$ cat src/rtl/gray_decoder_pkg.sv
// Shared definitions for the Gray-counter receive path: FSM encodings and default widths.
// Encoding 2'd3 is never entered; the decoder treats it like ST_EMPTY.
package gray_decoder_pkg;

  localparam int GRAY_WIDTH_DEFAULT = 3;
  localparam int WRAP_W_DEFAULT     = 8;

  localparam logic [1:0] ST_EMPTY  = 2'd0;
  localparam logic [1:0] ST_LOCKED = 2'd1;
  localparam logic [1:0] ST_RESYNC = 2'd2;

endpackage

$ cat src/rtl/gray_decoder_if.sv
// Bus between a Gray-counter sample source (master) and the gray_decoder (slave).
// Valid has no ready partner: a sample is taken on every edge where Valid==1, and results appear one cycle later.
interface gray_decoder_if
  import gray_decoder_pkg::*;
#(
  parameter int WIDTH  = GRAY_WIDTH_DEFAULT,
  parameter int WRAP_W = WRAP_W_DEFAULT
);
  logic              Valid;
  logic [WIDTH-1:0]  Gray_in;
  logic              Clr_flags;
  logic [WIDTH-1:0]  Binary;
  logic              Out_valid;
  logic              Step_fwd;
  logic              Step_bwd;
  logic              Jump;
  logic              Overflow;
  logic              Error;
  logic [WRAP_W-1:0] Wrap_count;
  logic [1:0]        State;

  modport master (
    output Valid, Gray_in, Clr_flags,
    input  Binary, Out_valid, Step_fwd, Step_bwd, Jump, Overflow, Error, Wrap_count, State
  );

  modport slave (
    input  Valid, Gray_in, Clr_flags,
    output Binary, Out_valid, Step_fwd, Step_bwd, Jump, Overflow, Error, Wrap_count, State
  );
endinterface

$ cat src/rtl/gray_decoder_gray_to_bin.sv
// Combinational Gray-to-binary converter: each binary bit is the XOR of all Gray bits at or above it.
module gray_to_bin #(
  parameter int WIDTH = 3
) (
  input  logic [WIDTH-1:0] gray,
  output logic [WIDTH-1:0] bin
);

  always_comb begin
    bin = '0;
    for (int i = 0; i < WIDTH; i++) begin
      bin[i] = ^(gray >> i);
    end
  end

endmodule

$ cat src/rtl/gray_decoder.sv
// Gray word receiver: decodes samples, classifies the step from the previous sample,
// and keeps sticky overflow/error flags plus a saturating forward-wrap counter.
module gray_decoder
  import gray_decoder_pkg::*;
#(
  parameter int WIDTH  = GRAY_WIDTH_DEFAULT,
  parameter int WRAP_W = WRAP_W_DEFAULT
) (
  input  logic           Clk,
  input  logic           Reset,
  gray_decoder_if.slave  bus
);

  localparam logic [WIDTH-1:0] MAXV = '1;
  localparam logic [WIDTH-1:0] ONE  = {{(WIDTH-1){1'b0}}, 1'b1};

  logic [1:0]       state;
  logic [WIDTH-1:0] dec;
  logic [WIDTH-1:0] delta;
  logic             is_fwd;
  logic             is_bwd;
  logic             is_jump;
  logic             is_wrap;

  gray_to_bin #(.WIDTH(WIDTH)) u_g2b (
    .gray (bus.Gray_in),
    .bin  (dec)
  );

  assign delta     = dec - bus.Binary;
  assign bus.State = state;

  // Only a LOCKED sample has a trusted reference; EMPTY/RESYNC samples just reload it.
  always_comb begin
    is_fwd  = 1'b0;
    is_bwd  = 1'b0;
    is_jump = 1'b0;
    is_wrap = 1'b0;
    if (bus.Valid && state == ST_LOCKED) begin
      if (delta == ONE) begin
        is_fwd  = 1'b1;
        is_wrap = (bus.Binary == MAXV);
      end else if (delta == MAXV) begin
        is_bwd  = 1'b1;
      end else if (delta != '0) begin
        is_jump = 1'b1;
      end
    end
  end

  always_ff @(posedge Clk) begin
    if (!Reset) begin
      state          <= ST_EMPTY;
      bus.Binary     <= '0;
      bus.Out_valid  <= 1'b0;
      bus.Step_fwd   <= 1'b0;
      bus.Step_bwd   <= 1'b0;
      bus.Jump       <= 1'b0;
      bus.Overflow   <= 1'b0;
      bus.Error      <= 1'b0;
      bus.Wrap_count <= '0;
    end else begin
      bus.Out_valid <= bus.Valid;
      bus.Step_fwd  <= is_fwd;
      bus.Step_bwd  <= is_bwd;
      bus.Jump      <= is_jump;

      if (bus.Valid) begin
        bus.Binary <= dec;
        case (state)
          ST_LOCKED: state <= is_jump ? ST_RESYNC : ST_LOCKED;
          ST_RESYNC: state <= ST_LOCKED;
          default:   state <= ST_LOCKED;
        endcase
      end

      // A set event in the same cycle as a clear wins over the clear.
      if (bus.Clr_flags) begin
        bus.Overflow   <= is_wrap;
        bus.Error      <= is_jump;
        bus.Wrap_count <= is_wrap ? WRAP_W'(1) : '0;
      end else begin
        bus.Overflow <= bus.Overflow | is_wrap;
        bus.Error    <= bus.Error | is_jump;
        if (is_wrap && bus.Wrap_count != '1) begin
          bus.Wrap_count <= bus.Wrap_count + WRAP_W'(1);
        end
      end
    end
  end

endmodule

$ cat src/flat_wrapper.sv
// flat-port wrapper written by rule: the top's interface ports become plain ports
module gray_decoder_flat import gray_decoder_pkg::*;
#(
  parameter int WIDTH  = GRAY_WIDTH_DEFAULT,
  parameter int WRAP_W = WRAP_W_DEFAULT
)
  (Clk, Reset, bus_Valid, bus_Gray_in, bus_Clr_flags, bus_Binary, bus_Out_valid, bus_Step_fwd, bus_Step_bwd, bus_Jump, bus_Overflow, bus_Error, bus_Wrap_count, bus_State);
  gray_decoder_if #(.WIDTH(WIDTH), .WRAP_W(WRAP_W)) bus_i ();
  input  logic Clk;
  input  logic Reset;
  input wire logic [$bits(bus_i.Valid)-1:0] bus_Valid;
  input wire logic [$bits(bus_i.Gray_in)-1:0] bus_Gray_in;
  input wire logic [$bits(bus_i.Clr_flags)-1:0] bus_Clr_flags;
  output wire logic [$bits(bus_i.Binary)-1:0] bus_Binary;
  output wire logic [$bits(bus_i.Out_valid)-1:0] bus_Out_valid;
  output wire logic [$bits(bus_i.Step_fwd)-1:0] bus_Step_fwd;
  output wire logic [$bits(bus_i.Step_bwd)-1:0] bus_Step_bwd;
  output wire logic [$bits(bus_i.Jump)-1:0] bus_Jump;
  output wire logic [$bits(bus_i.Overflow)-1:0] bus_Overflow;
  output wire logic [$bits(bus_i.Error)-1:0] bus_Error;
  output wire logic [$bits(bus_i.Wrap_count)-1:0] bus_Wrap_count;
  output wire logic [$bits(bus_i.State)-1:0] bus_State;
  assign bus_i.Valid = bus_Valid;
  assign bus_i.Gray_in = bus_Gray_in;
  assign bus_i.Clr_flags = bus_Clr_flags;
  assign bus_Binary = bus_i.Binary;
  assign bus_Out_valid = bus_i.Out_valid;
  assign bus_Step_fwd = bus_i.Step_fwd;
  assign bus_Step_bwd = bus_i.Step_bwd;
  assign bus_Jump = bus_i.Jump;
  assign bus_Overflow = bus_i.Overflow;
  assign bus_Error = bus_i.Error;
  assign bus_Wrap_count = bus_i.Wrap_count;
  assign bus_State = bus_i.State;
  gray_decoder #(.WIDTH(WIDTH), .WRAP_W(WRAP_W)) u_core (.Clk(Clk), .Reset(Reset), .bus(bus_i));
endmodule
$ cat config.mk
export PLATFORM = sky130hd
export DESIGN_NAME = gray_decoder_flat
export DESIGN_NICKNAME = d
export VERILOG_FILES = /design/src/rtl/gray_decoder_pkg.sv /design/src/rtl/gray_decoder_if.sv /design/src/rtl/gray_decoder_gray_to_bin.sv /design/src/rtl/gray_decoder.sv /design/src/flat_wrapper.sv
export SDC_FILE = /design/constraint.sdc
export NUM_CORES = 1
export LEC_CHECK = 0
export ABC_AREA = 1
export ABC_CLOCK_PERIOD_IN_PS = 5300
export BUFFER_PORTS_ARGS = -buffer_cell sky130_fd_sc_hd__buf_2
export CORE_MARGIN = 4
export CORE_UTILIZATION = 55
export DETAILED_ROUTE_END_ITERATION = 8
export PLACE_DENSITY = 0.82
export REMOVE_ABC_BUFFERS = 1
export SKIP_LAST_GASP = 1
export SLEW_MARGIN = 15
export SYNTH_ARGS = -nofsm -noshare
export SYNTH_HDL_FRONTEND = slang
export SYNTH_HIERARCHICAL = 1
export SYNTH_SLANG_ARGS = --single-unit
$ cat constraint.sdc
create_clock -name Clk -period 5.3 [get_ports Clk]
set_input_delay 0.795 -clock Clk [delete_from_list [all_inputs] [get_ports Clk]]
set_output_delay 0.795 -clock Clk [all_outputs]
set_load 0.02 [all_outputs]
Yosys cells after proc, flatten, opt, wreduce, memory -nomap -nowiden
Index checks and enable logic that the tools add are counted.
{"block": "word_totals", "reg_bits": 19, "input_bits": 7, "output_inout_bits": 19, "wordCells": 44}
{"block": "op_classes", "addsub": 2, "n_eq_ne": 5, "n_mux": 15, "bitwise": 4, "reduce_logical": 9}
{"cell": "$mux 8", "n": 2}
{"cell": "$mux 1", "n": 11}
{"cell": "$reduce_xor 3->1", "n": 3}
{"cell": "$add 8x1->8 const B", "n": 1}
{"cell": "$ne 8x8->1 const B", "n": 1}
{"cell": "$eq 3x3->1 const B", "n": 2}
{"cell": "$mux 2", "n": 2}
{"cell": "$eq 3x1->1 const B", "n": 1}
{"cell": "$reduce_bool 3->1", "n": 1}
{"cell": "$reduce_or 3->1", "n": 1}
{"cell": "$sub 3x3->3", "n": 1}
{"cell": "$eq 2x1->1 const B", "n": 1}
{"cell": "$logic_and 1x1->1", "n": 2}
{"cell": "$not 1->1", "n": 2}
{"cell": "$or 1x1->1", "n": 2}
{"cell": "$reduce_and 2->1", "n": 1}
{"cell": "$reduce_bool 2->1", "n": 1}

Depth between registers and ports, before layout
{"block": "depth", "depth_word": 9, "mapped_depth": 16, "ltp_nobuf": 16}

Cells and area by module
Netlist, hierarchy kept.
{"mod": "gray_decoder", "n_inst": 1, "cells_per_inst": 127, "area_per_inst_um2": 978.4, "seq_area_each_um2": 380.4}
{"mod": "gray_to_bin", "n_inst": 1, "cells_per_inst": 12, "area_per_inst_um2": 51.3, "seq_area_each_um2": 0.0}

Worst setup path before layout
Ideal clock, no wire load.
{"block": "synth_path", "kind": "input to register", "startpoint": "in bus_Gray_in[2]", "endpoint": "reg u_core.bus.Wrap_count[2]", "setup_ns": 0.115, "arrival_ns": 2.421, "t_required_ns": 5.185, "path_slack_ns": 2.764, "stages": 14, "path_buffers": 0, "path_cell_list": "inv_1 nand2_1 nand3_1 nand2_1 inv_1 ha_1 fa_1 inv_1 nor2_2 nand4_4 nor2_8 nand3_1 nand2_1 nor2_1"}
{"block": "synth_via", "elab_chain_cells": 7, "elab_cells_between_ends": 9, "classes_between": "add/sub (1); eq/ne (1); mux (2); reduce/logical (5)"}
{"item": "start: declaration", "line": "flat_wrapper.sv:12", "rtl": "input wire logic [$bits(bus_i.Gray_in)-1:0] bus_Gray_in;"}
{"item": "$reduce_xor 3->1", "line": "gray_decoder_gray_to_bin.sv:12", "rtl": "bin[i] = ^(gray >> i);"}
{"item": "named net u_core.dec[0]", "line": "gray_decoder.sv:18", "rtl": "logic [WIDTH-1:0] dec;"}
{"item": "$sub 3x3->3", "line": "gray_decoder.sv:30", "rtl": "assign delta = dec - bus.Binary;"}
{"item": "$eq 3x1->1", "line": "gray_decoder.sv:40", "rtl": "if (delta == ONE) begin"}
{"item": "$mux 1", "line": "gray_decoder.sv:40"}
{"item": "$mux 1", "line": "gray_decoder.sv:39", "rtl": "if (bus.Valid && state == ST_LOCKED) begin"}
{"item": "$logic_and 1x1->1", "line": "gray_decoder.sv:85", "rtl": "if (is_wrap && bus.Wrap_count != '1) begin"}
{"item": "$reduce_bool 2->1 (no source line)"}
{"item": "end signal: assignment", "line": "gray_decoder.sv:81", "rtl": "bus.Wrap_count <= is_wrap ? WRAP_W'(1) : '0;"}
{"item": "end signal: assignment", "line": "gray_decoder.sv:86", "rtl": "bus.Wrap_count <= bus.Wrap_count + WRAP_W'(1);"}
{"item": "end: declaration", "line": "gray_decoder_if.sv:29", "rtl": "output Binary, Out_valid, Step_fwd, Step_bwd, Jump, Overflow, Error, Wrap_count, State"}
The timed path passes the listed nets, and every way through them passes these cells.
A chain may end at the register's enable or synchronous reset.

Worst setup path after layout
{"block": "layout_path", "startpoint": "in bus_Gray_in[2]", "endpoint": "reg u_core.bus.Wrap_count[3]"}
Same word-level chain as after synthesis.

==> results.json <==
{
  "dr.pass1.iters": 4,
  "critical_path_peak_fanout": 8,
  "synthCells": 139,
  "cts_resized": 0,
  "crit_type": "in -> reg",
  "grt.total_usage": 0.184,
  "grt_overflow": 0,
  "synth_seq_area_share": 0.369,
  "r2r_slack_ps": 3270,
  "cts_root_buf": "clkbuf_4",
  "rsz0062_at_grt": "no",
  "status": "finished clean",
  "routed_via_density": 5.15,
  "fmax_mhz": 387,
  "critical_path_arrival_ps": 2800,
  "grt_pass1_vias": 897,
  "irDropWorstVdd_uv": 189,
  "async_flop_share": 0,
  "wl_met1_um": 942,
  "hpwl_um": 1750,
  "start_util": 0.590,
  "fin_setup_tns_ps": 0,
  "clkTransAtPathRegs_ps": 100,
  "post-place-ws_ps": 2450,
  "die_w_um": 51.3,
  "utilization": 0.685,
  "clock_latency_ps": 290,
  "design_area_um2": 1190,
  "power_density_nw_per_um2": 225,
  "syn-cell-area_um2": 1030,
  "hp-start": "u_core/bus.Error",
  "cts.sinks": 19,
  "die_h_um": 51.3,
  "synth_edf_count": 0,
  "syn_avg_cell_area_um2": 7.41,
  "min_path_cells": 2,
  "end_kind": "flip-flop",
  "ys_ff_latch": 19,
  "wl_um": 2200,
  "min_to": "u_core/bus.Error",
  "grt_pass1_wl_um": 3690,
  "crit_chain": "buf_2 -> inv_1 -> nand2_1 -> nand3_1 -> nand2_1 -> inv_1 -> ha_1 -> fa_1 -> inv_1 -> nor2_2 -> nand4_4 -> nor2_8 -> nand3_1 -> a21oi_1",
  "ctsHoldBuffers": 0,
  "synth_flop_cell": "dfxtp_1",
  "maxSlewViolCount": 0,
  "p_leak_nw": 0.622,
  "rr_endpoint": "u_core/bus.Wrap_count[3]",
  "antenna_found_initial": 0,
  "fin_nets": 177,
  "io_buffer_count": 25,
  "dieArea_um2": 2630,
  "timing.final.crit_share": 0.487,
  "slew_headroom": 0.771,
  "path_delay_family": "simple AND/OR/NAND/NOR gates",
  "drc": 0,
  "core_um2": 1750,
  "dr_wl_met3_um": 70,
  "antenna_cells": 0,
  "finalSetupViolCount": 0,
  "drive_gt1_frac": 0.229,
  "yosysWarnings": 6,
  "place_congestion": 0.857,
  "cp.required_ps": 5520,
  "cpMostUsedCell": "inv_1",
  "hp-class": "reg -> reg",
  "min_period_ps": 2580,
  "worst_setup_path_start_kind": "input port",
  "skew_ps": 7.11,
  "avgRoutedWirePerCell_um": 11.5,
  "highest_layer": "met4",
  "synth_cell_types": 29,
  "area_growth_pct": 16.0,
  "worst_pin_slew_ps": 342,
  "grt_max_degree": 12,
  "route.met2.wl_um": 1160,
  "layout_setup_ws_ps": 2720,
  "first_iter_violations": 18,
  "post-cts-setup-buffers": 0,
  "worst-path-buf-inv": 4,
  "clockBufferDepth": 2,
  "max_stage_delay_ps": 530,
  "placed_area_um2": 1170,
  "r2r_cells": 8,
  "finalHoldViolCount": 0,
  "r2r-start": "u_core/bus.Binary[0]",
  "cts_tree": "built",
  "h-tree-depth": 1,
  "cts_buffers": 3,
  "maxCapViolations": 0,
  "critPathSlowestCell": "fa_1",
  "io_pins": 26,
  "postRouteAntennaNets": 0,
  "vias": 983,
  "placementRows": 15
}
layer usage:
layer | vias to the layer above | GRT usage
met2 | 23 | 0.333
met1 | 451 | 0.203
met4 | 0 | 0.0873
met3 | 4 | 0.0379
met5 | - | 0
li1 | 505 | -
state kept, by name (all words and copies together) (netlist names):
register,count
u_core/bus.Step_fwd,1
u_core/bus.Error,1
u_core/bus.State,2
u_core/bus.Wrap_count,8
u_core/bus.Step_bwd,1
u_core/bus.Overflow,1
u_core/bus.Binary,3
u_core/bus.Out_valid,1
u_core/bus.Jump,1
per-stage QoR:
stage / hold WS, ps / instances / power (mW)
2_1_floorplan: 527 / 137 / 0.185
3_3_place_gp: 438 / 187 / 0.198
3_5_place_dp: 441 / 187 / 0.199
4_1_cts: 463 / 191 / 0.273
5_1_grt: 497 / 191 / 0.288
6_report: 464 / 191 / 0.269
report_power, final:
| part | switching (mW) | internal [mW] | leakage, nW |
|---|---|---|---|
| Combinational | 0.0310 | 0.0147 | 0.450 |
| Sequential | 0.00399 | 0.147 | 0.155 |
| Clock | 0.0445 | 0.0281 | 0.0177 |
worst register-to-register path, stage by stage (launching register included):
cell and delay [ps]:
dfxtp_1 360, ha_1 220, fa_1 530, inv_1 70, nor2_2 190, nand4_4 170, nor2_8 170, nand3_1 80
a21oi_1 160
worst max-delay path by stage:
stage,from,endpoint,slack [ps],cells past startpoint
floorplan,bus_Gray_in[2],u_core/bus.Wrap_count[2],2760,14
global placement,bus_Gray_in[2],u_core/bus.Wrap_count[2],2540,15
detailed placement,bus_Gray_in[2],u_core/bus.Wrap_count[3],2450,14
CTS,bus_Gray_in[2],u_core/bus.Wrap_count[3],2740,14
global route,bus_Gray_in[2],u_core/bus.Wrap_count[3],2570,14
finish,bus_Gray_in[2],u_core/bus.Wrap_count[3],2720,14
synthesized netlist by cell type, types with 2 or more instances:
cell type  number  share of area
nand4_1         2          0.012
nand3_1        19          0.092
o21ai_0         4          0.019
a21oi_1         9          0.044
dfxtp_1        19           0.37
nor2_2          2          0.012
ha_1            2          0.024
inv_1          21          0.077
nor2_1         12          0.044
clkinv_1        2         0.0073
xor2_1          2          0.017
nand2_1        28           0.10
area by class of cell:
cell class	count	area, um^2
Inverter	24	90.1
Sequential cell	19	380
Clock buffer	3	22.5
Fill cell	165	551
Timing Repair Buffer	25	125
Tap cell	25	31.3
Multi-Input combinational cell	94	541
Clock inverter	1	5.00
cell usage in the layout (no fill, tap or decap), types with 2 or more instances in the layout:
| cell | count |
|---|---|
| buf_2 | 25 |
| inv_1 | 21 |
| dfxtp_1 | 19 |
| a21oi_1 | 9 |
| nor2_2 | 2 |
| o21ai_0 | 4 |
| nand2_1 | 28 |
| nor2_1 | 12 |
| ha_1 | 2 |
| nand3_1 | 19 |
| xor2_1 | 2 |
| clkbuf_4 | 3 |
| clkinv_1 | 2 |
| nand4_1 | 2 |
kinds of logic (layout without fill, tap and decap cells):
group	count (synthesis)	in the layout	share of synthesized area
xor gates and xnor gates	3	3	0.0255
and+or+nand+nor	68	68	0.343
adders and majority gates	3	3	0.0437
DFF	19	19	0.369
buffers and inverters	26	53	0.106
AOI/OAI and AO/OA	20	20	0.113
Power figures use the tool's default switching activity.
